==> config.mk <==
export PLATFORM = sky130hd
export DESIGN_NAME = ah_pl2ddr_burst_scheduler
export DESIGN_NICKNAME = d
export VERILOG_FILES = /design/src/rtl/ah_pl2ddr_pkg.sv /design/src/rtl/ah_pl2ddr_burst_len_calc.sv /design/src/rtl/ah_pl2ddr_burst_scheduler.sv
export SDC_FILE = /design/constraint.sdc
export NUM_CORES = 1
export LEC_CHECK = 0
export BUFFER_PORTS_ARGS = -buffer_cell sky130_fd_sc_hd__buf_2
export CAP_MARGIN = 15
export CORE_MARGIN = 2
export CORE_UTILIZATION = 30
export CTS_CLUSTER_DIAMETER = 60
export DETAILED_ROUTE_END_ITERATION = 10
export GPL_TIMING_DRIVEN = 0
export PLACE_DENSITY_LB_ADDON = 0.3
export SYNTH_ARGS = -nofsm -noshare
export SYNTH_HDL_FRONTEND = slang
export SYNTH_SLANG_ARGS = --single-unit
==> constraint.sdc <==
create_clock -name clk -period 8.15 [get_ports clk]
set_clock_uncertainty 0.05 [all_clocks]
set_input_delay 1.63 -clock clk [delete_from_list [all_inputs] [get_ports clk]]
set_output_delay 1.63 -clock clk [all_outputs]
set_load 0.03 [all_outputs]
==> src/rtl/ah_pl2ddr_pkg.sv <==
// ah_pl2ddr_pkg: shared FSM state codes, AXI 4 KiB boundary constant and a min helper
package ah_pl2ddr_pkg;
   typedef enum logic [2:0] {
      S_IDLE    = 3'd0,
      S_CHECK   = 3'd1,
      S_ISSUE   = 3'd2,
      S_WAIT    = 3'd3,
      S_ADVANCE = 3'd4,
      S_HALT    = 3'd5
   } state_e;
   localparam int unsigned AXI_4K_BYTES = 4096;
   function automatic logic [32:0] min2(input logic [32:0] a, input logic [32:0] b);
      return (a < b) ? a : b;
   endfunction
endpackage

==> src/rtl/ah_pl2ddr_burst_len_calc.sv <==
// ah_pl2ddr_burst_len_calc: combinational burst length from fill level, 4 KiB page and window end
module ah_pl2ddr_burst_len_calc
   import ah_pl2ddr_pkg::*;
#(
   parameter int unsigned BEAT_BYTES    = 4,
   parameter int unsigned MAX_BURST_LEN = 256,
   parameter int unsigned AVAIL_WIDTH   = 10
) (
   input  logic [31:0]            addr,
   input  logic [31:0]            high,
   input  logic [AVAIL_WIDTH-1:0] avail,
   output logic [8:0]             len,
   output logic                   high_zero,
   output logic                   clamped
);
   localparam int SH = $clog2(BEAT_BYTES);
   logic [32:0] to_high, to_4k, bound, pick;
   // 33 bits so a window ending at 0xFFFFFFFF still yields a correct distance
   assign to_high   = ({1'b0, high} + 33'd1 - {1'b0, addr}) >> SH;
   assign to_4k     = (33'(AXI_4K_BYTES) - {21'b0, addr[11:0]}) >> SH;
   assign bound     = min2(to_4k, to_high);
   assign pick      = min2(min2(33'(avail), 33'(MAX_BURST_LEN)), bound);
   assign len       = 9'(pick);
   assign high_zero = to_high == 33'd0;
   assign clamped   = pick != 33'd0 && pick == bound;
endmodule

==> src/rtl/ah_pl2ddr_burst_scheduler.sv <==
// ah_pl2ddr_burst_scheduler: sizes and sequences AXI write bursts through a DDR address window.
// AH_PL2DDR_SCHED_WRAP_EN: wrap back to the window start instead of halting when it is exhausted.
module ah_pl2ddr_burst_scheduler
   import ah_pl2ddr_pkg::*;
#(
   parameter int unsigned BEAT_BYTES     = 4,
   parameter int unsigned MAX_BURST_LEN  = 256,
   parameter int unsigned MIN_BURST_LEN  = 16,
   parameter int unsigned AVAIL_WIDTH    = 10,
   parameter int unsigned TIMEOUT_CYCLES = 65535
) (
   input  logic                   clk,
   input  logic                   rst,
   input  logic                   enable,
   input  logic                   flush,
   input  logic [31:0]            ddr_addr_low,
   input  logic [31:0]            ddr_addr_high,
   input  logic [AVAIL_WIDTH-1:0] data_available,
   input  logic                   transfer_en,
   input  logic                   axi_tx_done,
   input  logic                   axi_error,
   output logic                   out_tx_init,
   output logic [31:0]            out_ddr_addr,
   output logic [8:0]             out_burst_len,
   output logic [10:0]            out_burst_number,
   output logic [31:0]            bursts_done,
   output logic [31:0]            bytes_transmitted,
   output logic                   busy,
   output logic                   window_full,
   output logic                   error,
   output logic [2:0]             state
);
   localparam int SH = $clog2(BEAT_BYTES);
   localparam logic [31:0] TMO_LAST = 32'(TIMEOUT_CYCLES - 1);
   state_e      state_q, state_d;
   logic        en_q, en_d, wf_q, wf_d, err_q, err_d;
   logic [31:0] low_q, low_d, high_q, high_d, addr_q, addr_d, daddr_q, daddr_d;
   logic [31:0] bursts_q, bursts_d, bytes_q, bytes_d, tmo_q, tmo_d, step;
   logic [8:0]  len_q, len_d, calc_len;
   logic        at_high, clamped;

   ah_pl2ddr_burst_len_calc #(
      .BEAT_BYTES   (BEAT_BYTES),
      .MAX_BURST_LEN(MAX_BURST_LEN),
      .AVAIL_WIDTH  (AVAIL_WIDTH)
   ) u_len (
      .addr     (addr_q),
      .high     (high_q),
      .avail    (data_available),
      .len      (calc_len),
      .high_zero(at_high),
      .clamped  (clamped)
   );

   assign step = 32'(len_q) << SH;

   always_comb begin
      state_d  = state_q;
      en_d     = enable;
      low_d    = low_q;
      high_d   = high_q;
      addr_d   = addr_q;
      daddr_d  = daddr_q;
      len_d    = len_q;
      bursts_d = bursts_q;
      bytes_d  = bytes_q;
      wf_d     = wf_q;
      err_d    = err_q;
      tmo_d    = tmo_q;
      case (state_q)
         S_IDLE: if (enable && !en_q) begin
            low_d   = ddr_addr_low;
            high_d  = ddr_addr_high;
            addr_d  = ddr_addr_low;
            state_d = S_CHECK;
         end
         S_CHECK: if (!enable) state_d = S_IDLE;
         else if (transfer_en) begin
            if (at_high) begin
               wf_d = 1'b1;
`ifdef AH_PL2DDR_SCHED_WRAP_EN
               addr_d = low_q;
`else
               state_d = S_HALT;
`endif
            end else if (calc_len >= 9'(MIN_BURST_LEN) || (flush && calc_len != 9'd0) || clamped) begin
               len_d   = calc_len;
               daddr_d = addr_q;
               tmo_d   = 32'd0;
               state_d = S_ISSUE;
            end
         end
         S_ISSUE: begin
            tmo_d   = tmo_q + 32'd1;
            state_d = S_WAIT;
         end
         // the count includes the ISSUE cycle, so HALT lands TIMEOUT_CYCLES cycles after the request
         S_WAIT: begin
            tmo_d = tmo_q + 32'd1;
            if (axi_tx_done) state_d = S_ADVANCE;
            else if (TIMEOUT_CYCLES != 0 && tmo_q >= TMO_LAST) begin
               err_d   = 1'b1;
               state_d = S_HALT;
            end
         end
         S_ADVANCE: begin
            addr_d   = addr_q + step;
            bursts_d = bursts_q + 32'd1;
            bytes_d  = bytes_q + step;
            state_d  = S_CHECK;
         end
         default: ;
      endcase
      if (axi_error && state_q != S_IDLE && state_q != S_HALT) begin
         err_d   = 1'b1;
         state_d = S_HALT;
      end
   end

   always_ff @(posedge clk) begin
      if (rst) begin
         state_q  <= S_IDLE;
         en_q     <= 1'b0;
         low_q    <= '0;
         high_q   <= '0;
         addr_q   <= '0;
         daddr_q  <= '0;
         len_q    <= '0;
         bursts_q <= '0;
         bytes_q  <= '0;
         wf_q     <= 1'b0;
         err_q    <= 1'b0;
         tmo_q    <= '0;
      end else begin
         state_q  <= state_d;
         en_q     <= en_d;
         low_q    <= low_d;
         high_q   <= high_d;
         addr_q   <= addr_d;
         daddr_q  <= daddr_d;
         len_q    <= len_d;
         bursts_q <= bursts_d;
         bytes_q  <= bytes_d;
         wf_q     <= wf_d;
         err_q    <= err_d;
         tmo_q    <= tmo_d;
      end
   end

   assign out_tx_init       = state_q == S_ISSUE;
   assign out_ddr_addr      = daddr_q;
   assign out_burst_len     = len_q;
   assign out_burst_number  = 11'd1;
   assign bursts_done       = bursts_q;
   assign bytes_transmitted = bytes_q;
   assign busy              = state_q != S_IDLE;
   assign window_full       = wf_q;
   assign error             = err_q;
   assign state             = state_q;
endmodule

==> flow_summary.json <==
{
  "max_slew.worst_pin.slew_ns": 0.9128,
  "initial_core_util_pct": 30.28,
  "place_area_sq_mm": 0.01508,
  "slew_violations": 0,
  "rsz0062_at_grt": "no",
  "htreeDepth": 1,
  "combinationalPowerShare_pct": 53.3,
  "wl_met3_um": 3146,
  "wl_met2_um": 20640,
  "power_frac_seq_pct": 22.8,
  "finalCritPeriodShare_pct": 96.00,
  "crit_arrival_ns": 8.29,
  "status": "finished, final reports clean",
  "hp-class": "reg2reg",
  "ys_warn_count": 0,
  "die_h_um": 214.8,
  "drt_pass1_iterations": 8,
  "ys_seq_area_share_pct": 30.79,
  "nets": 2150,
  "final_common_cell": "nand2_1",
  "synth_seq_cells": 205,
  "timing.hold.ws_ns": 0.4058,
  "routed_wl_um": 46300,
  "cp_slowest_cell": "or3_1",
  "async_flop_share_pct": 0,
  "routed_via_density": 5.176,
  "grt_usage_pct": 19.54,
  "grt_overflow": 0,
  "place_congestion": 0.9067,
  "drive_gt1_share_pct": 17.78,
  "fin_tns_setup_ns": 0,
  "antenna_found_initial": 2,
  "clockPowerShare_pct": 23.9,
  "p_leak_nw": 6.676,
  "area_growth_pct": 22.59,
  "place_hpwl_um": 36310,
  "relSlewSlack_pct": 38.88,
  "clock-sinks": 205,
  "final_util_pct": 37.12,
  "post-route-min-period_ns": 7.824,
  "clk_latency_ns": 0.57,
  "max_freq_mhz": 127.8,
  "grt_start_max_net_pins": 15,
  "drt_iter0_drc": 918,
  "p_int_w": 0.002881,
  "setup_viol": 0,
  "drt-met1-wl_um": 21260,
  "drc": 0,
  "synth_edf_count": 0,
  "cts_buffers": 27,
  "end_kind": "flip-flop",
  "synthCells": 1719,
  "ys.flop_type": "dfxtp_1",
  "synth_area_sq_mm": 0.01333,
  "ir_drop_mv": 0.1843,
  "avgSynthCellArea_sq_um": 7.755,
  "crit_type": "reg2reg",
  "grt_pass1_vias": 12790,
  "cp.required_ns": 8.62,
  "cts_tree": "done",
  "path_clk_slew_ns": 0.06,
  "final_cell_area_sq_mm": 0.01634,
  "layout_common_cells": "241 x nand2_1, 196 x dfxtp_1, 195 x buf_2",
  "maxCapViolCount": 0,
  "netSwitchingPower_w": 0.002254,
  "top_layer": "met5",
  "io_pins": 204,
  "hold_viol": 0,
  "fin_ws_ns": 0.3263,
  "root_buffer": "clkbuf_16",
  "switching_share_pct": 43.90,
  "dieArea_sq_mm": 0.04614,
  "synth.distinct_cells": 86,
  "num_rows": 77,
  "coreArea_sq_mm": 0.04403,
  "die_x_um": 214.8,
  "cpPeakStageDelay_ns": 0.42,
  "vias": 13350,
  "clk_path_buf_depth": 3,
  "startpoint_type": "flip-flop",
  "avgRoutedWirePerCell_um": 17.95,
  "placement.io_buffers": 189,
  "pre_cts_ws_ns": -1.498,
  "crit_fanout": 10,
  "cellPowerDensity_mw_per_mm2": 314.2,
  "grt_pass1_wl_um": 72230,
  "nFillCells": 4668,
  "antenna_left": 0
}
## path summary, 6_finish.rpt
path,cells after the start,startpoint,endpoint,slack (ns)
worst max-delay path,33,addr_q[1],tmo_q[19],0.33
worst min-delay path,2,high_q[0],high_q[0],0.41
worst max register to register,33,addr_q[1],tmo_q[19],0.33
worst min register to register,2,high_q[0],high_q[0],0.41
## final cells by class
class | count | area [sq um] | share of cell area (%)
diodes | 2 | 5.005 | 0.03063
plain buffers | 93 | 473.0 | 2.894
clock buffers | 35 | 765.7 | 4.686
clock inverters | 13 | 148.9 | 0.9111
inverters | 82 | 307.8 | 1.883
multi-input cells | 1348 | 8673 | 53.07
flip-flops and latches | 205 | 4130 | 25.27
well taps | 592 | 740.7 | 4.533
repair buffers | 209 | 1097 | 6.715
## power by group through the flow
stage                     registers, W  clock network, W  logic, W
final                          0.00117           0.00123   0.00274
after global routing           0.00118           0.00129   0.00301
after CTS                      0.00117           0.00126   0.00254
after detailed placement       0.00119                 0   0.00238
after global placement         0.00119                 0   0.00237
after floorplan                0.00118                 0   0.00175
## metrics by stage
stage	power, W	cells
after CTS	0.004964	2570
after detailed placement	0.003570	2513
final	0.005135	2579
after floorplan	0.002926	1731
after global routing	0.005480	2577
after global placement	0.003555	2512
## logic make-up after synthesis
family,count (synthesis),synth area share (%)
and+or+nand+nor,665,23.63
AOI/OAI and AO/OA,432,20.55
DFF,205,30.79
buffers and inverters,178,5.763
adders and majority gates,104,9.912
xor gates and xnor gates,86,5.754
muxes,47,3.548
other,2,0.05634
## flip-flops by register name (all words and copies together), names as in the netlist
register           count
window_full            1
out_burst_len          9
addr_q                32
state                  3
bytes_transmitted     30
high_q                32
en_q                   1
bursts_done           32
error                  1
tmo_q                 32
out_ddr_addr          32
## routing by layer
metal	global-route usage, %	up-vias
li1	-	6587
met1	26.27	6326
met2	31.76	370
met3	3.977	63
met4	5.231	4
met5	0	-
## Yosys cell counts, types with 10 or more instances
cell type | number | area, sq um
nor3_1 | 30 | 150.1
mux2i_1 | 45 | 450.4
and3_1 | 25 | 156.4
ha_1 | 100 | 1251
xor2_1 | 48 | 420.4
clkbuf_1 | 68 | 255.2
o21ai_0 | 91 | 455.4
xnor2_1 | 37 | 324.1
nand2b_1 | 12 | 75.07
buf_4 | 14 | 105.1
nor4_1 | 17 | 106.4
or4_1 | 16 | 120.1
o211ai_1 | 12 | 90.09
inv_1 | 82 | 307.8
nand2_1 | 241 | 904.6
nand3_1 | 33 | 165.2
o21a_1 | 20 | 150.1
o31ai_1 | 11 | 82.58
a21oi_1 | 175 | 875.8
nand4_1 | 32 | 200.2
nor2_1 | 173 | 649.4
a21o_1 | 16 | 120.1
dfxtp_1 | 205 | 4104
nor2b_1 | 11 | 68.82
or3_1 | 32 | 200.2
a211oi_1 | 10 | 75.07
## worst max-delay path, delay by kind of cell, from the launching register on
kind                       cells  cell delay (ns)
buffers and inverters          6             1.10
adders and majority gates      3             0.94
AOI/OAI and AO/OA             14             2.62
DFF                            1             0.40
and+or+nand+nor               10             2.63
## timing repair
action	in CTS	in global routing
setup buffers	10	8
gates cloned	0	1
pin swaps	8	12
setup endpoints to repair	76	76
hold buffers	0	0
resized for setup	33	32
Power figures use the tool's default switching activity.
